===== src/rtl/fetch_stage_pkg.sv =====
// Shared pipeline definitions: the canonical NOP, fetch-stage state encoding
// and the ECALL register/value pair that marks a program-terminating call.
package fetch_stage_pkg;

   localparam logic [31:0] NOP_INST = 32'h0000_0013;

   typedef enum logic [1:0] {
      RUN    = 2'd0,
      DRAIN  = 2'd1,
      HALTED = 2'd2
   } fetch_state_e;

   localparam logic [4:0]  ECALL_HALT_REG = 5'd17;
   localparam logic [31:0] ECALL_HALT_VAL = 32'd10;

   // ID uses this to decide whether a resolved ECALL should raise halt_req.
   function automatic logic is_halt_ecall(input logic [4:0] reg_num, input logic [31:0] reg_val);
      return (reg_num == ECALL_HALT_REG) && (reg_val == ECALL_HALT_VAL);
   endfunction

endpackage


===== src/rtl/fetch_stage_pc_register.sv =====
// Program counter flop: loads pc_d when we is set, otherwise holds.
module pc_register
   import fetch_stage_pkg::*;
#(
   parameter logic [31:0] RESET_PC = 32'h0000_0000
) (
   input  logic        clk,
   input  logic        reset,
   input  logic        we,
   input  logic [31:0] pc_d,
   output logic [31:0] pc_q
);

   always_ff @(posedge clk or posedge reset) begin
      if (reset)
         pc_q <= RESET_PC;
      else if (we)
         pc_q <= pc_d;
   end

endmodule


===== src/rtl/fetch_stage.sv =====
// Instruction-fetch stage: PC sequencing, IF/ID latch, stall/redirect handling
// and a counted drain after a halting ECALL.
module fetch_stage
   import fetch_stage_pkg::*;
#(
   parameter logic [31:0] RESET_PC     = 32'h0000_0000,
   parameter int          DRAIN_CYCLES = 4,
   parameter logic [31:0] NOP_INST     = fetch_stage_pkg::NOP_INST
) (
   input  logic        clk,
   input  logic        reset,
   input  logic        is_stall,
   input  logic        redirect_valid,
   input  logic [31:0] redirect_pc,
   input  logic        halt_req,
   output logic [31:0] imem_addr,
   input  logic [31:0] imem_dout,
   output logic [31:0] IF_ID_inst,
   output logic [31:0] IF_ID_pc,
   output logic        IF_ID_valid,
   output logic        ID_EX_bubble,
   output logic        is_halted
);

   localparam int CW = $clog2(DRAIN_CYCLES + 1);

   generate
      if (DRAIN_CYCLES < 1) begin : g_bad_drain
         $error("fetch_stage: DRAIN_CYCLES must be at least 1");
      end
   endgenerate

   fetch_state_e  state_q, state_d;
   logic [CW-1:0] drain_cnt_q, drain_cnt_d;
   logic          is_halted_q, is_halted_d;
   logic [31:0]   if_inst_q, if_inst_d;
   logic [31:0]   if_pc_q, if_pc_d;
   logic          if_valid_q, if_valid_d;
   logic [31:0]   pc_q, pc_d;
   logic          pc_we;

   pc_register #(.RESET_PC(RESET_PC)) u_pc (
      .clk   (clk),
      .reset (reset),
      .we    (pc_we),
      .pc_d  (pc_d),
      .pc_q  (pc_q)
   );

   always_comb begin
      state_d     = state_q;
      drain_cnt_d = drain_cnt_q;
      is_halted_d = is_halted_q;
      if_inst_d   = if_inst_q;
      if_pc_d     = if_pc_q;
      if_valid_d  = if_valid_q;
      pc_we       = 1'b0;
      pc_d        = pc_q + 32'd4;

      case (state_q)
         RUN: begin
            if (redirect_valid) begin
               // The instruction in ID is younger than the redirecting one, so it is squashed.
               pc_we      = 1'b1;
               pc_d       = redirect_pc & 32'hFFFF_FFFC;
               if_inst_d  = NOP_INST;
               if_pc_d    = 32'd0;
               if_valid_d = 1'b0;
            end else if (halt_req && !is_stall) begin
               state_d     = DRAIN;
               drain_cnt_d = CW'(DRAIN_CYCLES - 1);
               if_inst_d   = NOP_INST;
               if_pc_d     = 32'd0;
               if_valid_d  = 1'b0;
            end else if (!is_stall) begin
               pc_we      = 1'b1;
               if_inst_d  = imem_dout;
               if_pc_d    = pc_q;
               if_valid_d = 1'b1;
            end
         end
         DRAIN: begin
            if_inst_d  = NOP_INST;
            if_pc_d    = 32'd0;
            if_valid_d = 1'b0;
            if (drain_cnt_q == '0) begin
               state_d     = HALTED;
               is_halted_d = 1'b1;
            end else begin
               drain_cnt_d = drain_cnt_q - CW'(1);
            end
         end
         default: begin
            is_halted_d = 1'b1;
            if_valid_d  = 1'b0;
         end
      endcase
   end

   always_ff @(posedge clk or posedge reset) begin
      if (reset) begin
         state_q     <= RUN;
         drain_cnt_q <= '0;
         is_halted_q <= 1'b0;
         if_inst_q   <= NOP_INST;
         if_pc_q     <= 32'd0;
         if_valid_q  <= 1'b0;
      end else begin
         state_q     <= state_d;
         drain_cnt_q <= drain_cnt_d;
         is_halted_q <= is_halted_d;
         if_inst_q   <= if_inst_d;
         if_pc_q     <= if_pc_d;
         if_valid_q  <= if_valid_d;
      end
   end

   assign imem_addr    = pc_q;
   assign IF_ID_inst   = if_inst_q;
   assign IF_ID_pc     = if_pc_q;
   assign IF_ID_valid  = if_valid_q;
   assign is_halted    = is_halted_q;
   assign ID_EX_bubble = (state_q != RUN) || (is_stall && !redirect_valid);

endmodule


===== config.mk =====
export PLATFORM = sky130hd
export DESIGN_NAME = fetch_stage
export DESIGN_NICKNAME = d
export VERILOG_FILES = /design/src/rtl/fetch_stage_pkg.sv /design/src/rtl/fetch_stage_pc_register.sv /design/src/rtl/fetch_stage.sv
export SDC_FILE = /design/constraint.sdc
export NUM_CORES = 1
export LEC_CHECK = 0
export BUFFER_PORTS_ARGS = -buffer_cell sky130_fd_sc_hd__buf_2
export CAP_MARGIN = 20
export CORE_MARGIN = 3
export CORE_UTILIZATION = 26
export CTS_CLUSTER_DIAMETER = 30
export DETAILED_ROUTE_END_ITERATION = 10
export GPL_TIMING_DRIVEN = 1
export PLACE_DENSITY = 0.51
export SLEW_MARGIN = 10
export SYNTH_ARGS = -nofsm -noshare
export SYNTH_HDL_FRONTEND = slang
export SYNTH_SLANG_ARGS = --single-unit

===== constraint.sdc =====
create_clock -name clk -period 4.09 [get_ports clk]
set_input_delay 0.409 -clock clk [delete_from_list [all_inputs] [get_ports clk]]
set_output_delay 0.409 -clock clk [all_outputs]
set_load 0.005 [all_outputs]

==> metrics, run 1 <==
Num CTS Buffers=9; crit path time final=2.54 ns; Slowest cell on crit path=or4_1; full die area=18400 um2; final core occ=35.8%; initial antenna violation count=0; Slew headroom=34.2%; r2r setup slk=1.55 ns; post-synth cell types=44; post-CTS setup buffer count=0; htree depth=3; Clock Skews=0.00975 ns; crit end category=flip-flop; Max Root-Sink Buffers=2; Nets=642; Max VDD drop=0.000228 V; cell area after synthesis=4380 um2; crit-path cells=or4_1, nor2_4, buf_4, a22o_1; Reg clk slew, reported paths=0.07 ns; Root Buffer=clkbuf_16; critical register-to-register path startpoint=state_q[0]; hold_buf cts=0; Final ANT Viol Nets=0; sw power=0.00107 W; Hold/Removal Path Class=input port to asynchronous set/reset pin; DR vias/cell=5.02; Fill cells=1664; Design Power=0.00304 W; Seq cells post-synth=100; Worst-Margin Slew=0.984 ns; CTS tree=yes; number of I/O port buffers=163; max cap viols=0; Final Cycle Share=62.0%; Post-synth top flop=dfrtp_1; worst path bufs/invs=1; max-slew violation count=0; Clk Latency, worst-skew pair=0.35 ns; Via Count=3968; Post-synth ARST share=100%; GRT overflow=0; area grow syn2layout=32.2%; worst path arrival time=2.82 ns; Synth Instances=415; number of flops mapped to enable cells by yosys=0; setup violators final=0; Leak=2.83 nW; DRT iter0 DRCs=213; n_diodes=0; die height=136 um; Worst setup SP type=flip-flop; DRT Wirelength=13.3 mm; Initial Utilization=27.1%; Power per Cell Area=525 nW/um2; Comb pwr share=25.7%; largest net degree at the start of global routing=87; GPL Wtd Cong=0.782; layout cells sized above 1=34.8%; setup tns final=0 ns; Core Box Area=16200 um2; CP Class=flip-flop to flip-flop; # clock sinks=100; Final Hold Slack=0.0972 ns; Pre-Repair DR Iteration Count=4; global-route usage over all layers=14.5%; clock share of power=29.2%; Seq/Total Area, Yosys=57.2%; worst r2r path cells=4; final hold vios=0; cell family with most CP delay=simple AND/OR/NAND/NOR gates; RSZ-0062 raised after global routing=no; Ports=168; post-cts resize count=0; Site Rows=46; yosys warns=0; dpl hpwl=9.00 mm; R2R Path End=IF_ID_inst[20]; Remaining DRCs=0; sequential share of power=45.1%; CP peak stage delay=0.64 ns; CP Max Fanout=27; Pint=0.00197 W; sw frac=35.3%; run status=finished clean; fmax=394 MHz; die width=136 um; Worst EP required=4.38 ns; wire per inst=16.8 um; vias in the first global route=3822; Avg Cell Area, Syn=10.6 um2; first-pass GRT wire length=20.9 mm
layout make-up:
| cell class | instances | area (um2) | share of cell area (%) |
|---|---|---|---|
| clock buffer | 11 | 253 | 4.36 |
| clock inverter | 5 | 60.1 | 1.04 |
| inverter | 10 | 40.0 | 0.691 |
| multi-input combinational | 275 | 1740 | 30.1 |
| sequential | 100 | 2510 | 43.3 |
| tap | 216 | 270 | 4.66 |
| timing repair buffer | 174 | 922 | 15.9 |
sequential cells by signal, summed over array words and instances (netlist names):
| register | count |
|---|---|
| is_halted | 1 |
| IF_ID_valid | 1 |
| u_pc.pc_q | 30 |
| drain_cnt_q | 3 |
| IF_ID_pc | 31 |
| state_q | 2 |
| IF_ID_inst | 32 |
synth_stat cells, types with 4 or more instances:
cell      number  area share [%]
nand3_1       24             2.7
inv_1         10            0.86
o22ai_1       10             1.4
clkbuf_1      23             2.0
and3_1         5            0.71
a22o_1        56              11
buf_2          4            0.46
o21ai_0       15             1.7
o311ai_0       4            0.80
and4_1         4            0.80
a31oi_1        8             1.1
nand4_1        5            0.71
nor2_1        28             2.4
o211ai_1       4            0.69
nor3_1         4            0.46
nand2_1       37             3.2
a22oi_1        7             1.2
dfrtp_1       97              55
a21oi_1       24             2.7
cells by family after synthesis:
family,Yosys count,synth area share (%)
compound gates,147,24.6
fa+ha+maj,3,0.857
buf+inv,41,3.88
flops,100,57.2
other cells,1,0.0856
simple gates,123,13.4
through the flow:
step	std cells	worst slack (ns)	area [um2]
2_1_floorplan	416	1.07	4390
5_1_grt	791	1.42	5790
3_5_place_dp	773	1.54	5440
3_3_place_gp	773	1.62	5440
4_1_cts	789	1.51	5760
6_report	791	1.55	5790
power groups by stage:
| stage | Sequential, W | Clock, W | Combinational [W] |
|---|---|---|---|
| CTS | 0.00137 | 0.000921 | 0.000789 |
| global route | 0.00141 | 0.000956 | 0.000892 |
| detailed placement | 0.00138 | 0 | 0.000783 |
| finish | 0.00137 | 0.000889 | 0.000782 |
| global placement | 0.00138 | 0 | 0.000769 |
| floorplan | 0.00132 | 0 | 0.000489 |
metal layers:
layer  share of wire, %  vias up  global-route usage, %  wire (um)
met3                6.8       14                   3.15        908
met2                 46      132                   22.4       6090
met1                 46     1953                   19.9       6040
met5                  0        -                      0          0
met4                1.7        0                   5.49        225
li1                   -     1869                      -          -
worst max path at each step:
stage                     end  slack, ns       start  depth (start not counted)
2_1_floorplan  IF_ID_inst[10]       1.07       reset                          1
3_3_place_gp   IF_ID_inst[16]       1.62  state_q[0]                          4
3_5_place_dp   IF_ID_inst[21]       1.54  state_q[0]                          4
4_1_cts        IF_ID_inst[20]       1.51  state_q[0]                          4
5_1_grt        IF_ID_inst[25]       1.42  state_q[0]                          4
6_report       IF_ID_inst[20]       1.55  state_q[0]                          4
worst register-to-register path: stages (launching register included):
cell and delay, ns:
dfrtp_1 0.54, or4_1 0.64, nor2_4 0.62, buf_4 0.45, a22o_1 0.22
placed cells by master (no fill, tap or decap), types with 10 or more instances in the layout:
cell type and instances:
o21ai_0 15, nor2_1 27, nand2_1 37, nand3_1 24, buf_2 163, a22o_1 56
dfrtp_1 97, a21oi_1 24, o22ai_1 10
(Power assumes the default switching activity.)
==> inputs of run 2 (changes only) <==
Clock period 4.09 ns to 2.4 ns, I/O delays scaled along.
==> run 2 against run 1 <==
Net effect:
- design area increased by 1.4%
- first-iteration DRC count increased by 12%
- largest cell class unchanged
- utilization increased by 0.50 points
- clock-buffer cell count decreased by 1
==> metrics, run 2 (synthesis results as in run 1) <==
run status=finished clean; full die area=18400 um2 (unchanged); Via Count=4030 (+1.6%); wire per inst=16.6 um (-1.1%); Max VDD drop=0.000338 V (+48%); Worst setup SP type=flip-flop; CP Max Fanout=14 (-48%); Clk Latency, worst-skew pair=0.35 ns (about the same); htree depth=3 (unchanged); Site Rows=46 (unchanged); setup violators final=0 (unchanged); Max Root-Sink Buffers=2 (unchanged); number of I/O port buffers=163 (unchanged); Worst-Margin Slew=0.693 ns (-0.291 ns); Remaining DRCs=0 (unchanged); Nets=653 (+1.7%); vias in the first global route=3939 (+3.1%); initial antenna violation count=0 (unchanged); RSZ-0062 raised after global routing=no; Hold/Removal Path Class=input port to flip-flop; area grow syn2layout=34.1%; Pre-Repair DR Iteration Count=4 (unchanged); DR vias/cell=5.02 (+0.17%); CP Class=flip-flop to flip-flop; global-route usage over all layers=14.4% (-0.071 points); # clock sinks=100 (unchanged); Leak=2.87 nW (+1.5%); layout cells sized above 1=35.7% (+0.88 points); commonest non-fill, non-tap cell in the layout=buf_2; die height=136 um (unchanged); DRT Wirelength=13.3 mm (+0.27%); number of flip-flops in the largest register=32 (unchanged); fmax=462 MHz (+17%); Power per Cell Area=883 nW/um2 (+68%); crit end category=flip-flop; Design Power=0.00519 W (+70%); final core occ=36.3% (+0.50 points); worst path arrival time=2.45 ns (-0.37 ns); Num CTS Buffers=9 (unchanged); crit path time final=2.17 ns (-0.370 ns); Clock Skews=0.00651 ns (-0.00324 ns); CTS tree=yes; Root Buffer=clkbuf_16; dpl hpwl=9.50 mm (+5.6%); Final Cycle Share=90.2% (+28 points); Fill cells=1651 (-0.78%); commonest cells after routing, fill and taps aside=buf_2, dfrtp_1, a22o_1, nand2_1, nor2_1; Core Box Area=16200 um2 (unchanged); GRT overflow=0 (unchanged); Ports=168 (unchanged); max-slew violation count=0 (unchanged); GPL Wtd Cong=0.731 (-6.5%); largest net degree at the start of global routing=47 (-46%); Final ANT Viol Nets=0 (unchanged); post-CTS setup buffer count=0 (unchanged); Reg clk slew, reported paths=0.07 ns (about the same); Worst EP required=2.68 ns (-1.70 ns); DRT iter0 DRCs=238 (+12%); max cap viols=0 (unchanged); setup tns final=0 ns (unchanged); first-pass GRT wire length=20.9 mm (-0.13%); Initial Utilization=27.1% (unchanged); final hold vios=0 (unchanged); die width=136 um (unchanged); n_diodes=0 (unchanged); Slew headroom=53.7% (+20 points); Final Hold Slack=0.110 ns (+0.0124 ns)
run 2: path summary, 6_finish.rpt:
kind | startpoint | end | slack, ns | depth (start not counted)
worst min register to register | is_halted | is_halted | 0.47 | 1
worst max-delay path | state_q[0] | u_pc.pc_q[17] | 0.23 | 5
min in group asynchronous | reset | is_halted | 0.55 | 3
worst max register to register | state_q[0] | u_pc.pc_q[17] | 0.23 | 5
max in group asynchronous | reset | IF_ID_inst[0] | 1.17 | 4
worst min-delay path | redirect_pc[13] | u_pc.pc_q[13] | 0.11 | 3
run 2: power by group:
group / leakage [nW] / internal (W) / switching [W]
combinational: 1.47 / 0.000609 / 0.000867
clock: 0.139 / 0.000808 / 0.000625
sequential: 1.27 / 0.00194 / 0.000332
total: 2.87 / 0.00336 / 0.00182
run 2: layout make-up:
type	instances	area [um2]	area share, %
Tap cell	216	270	4.60
Timing Repair Buffer	185	1020	17.4
Inverter	10	41.3	0.703
Multi-Input combinational cell	275	1740	29.7
Clock inverter	6	63.8	1.09
Clock buffer	10	229	3.90
Sequential cell	100	2510	42.7
run 2: worst max-delay path: stages (launching register included):
cell and delay [ns]:
dfrtp_1 0.38, or4_1 0.59, or2_0 0.31, buf_4 0.24, or4_1 0.50, nand3_1 0.09
run 2: routing by layer:
metal	GRT usage, %	wire [um]
met1	19.8	6120
met5	0	0
met4	5.32	186
met3	3.22	1010
met2	22.3	5980
run 2: through the flow:
stage | std cells | setup slack, ns | instance area, um2
6_report | 802 | 0.234 | 5870
5_1_grt | 802 | 0.134 | 5870
4_1_cts | 802 | 0.203 | 5870
3_5_place_dp | 785 | 0.217 | 5570
3_3_place_gp | 785 | 0.227 | 5570
2_1_floorplan | 416 | 0.513 | 4390
run 2: repair_timing:
| item | 4_1_cts | 5_1_grt |
|---|---|---|
| hold endpoints to repair | 6 | 0 |
| gates resized for setup | 0 | 0 |
| hold buffers | 1 | 0 |
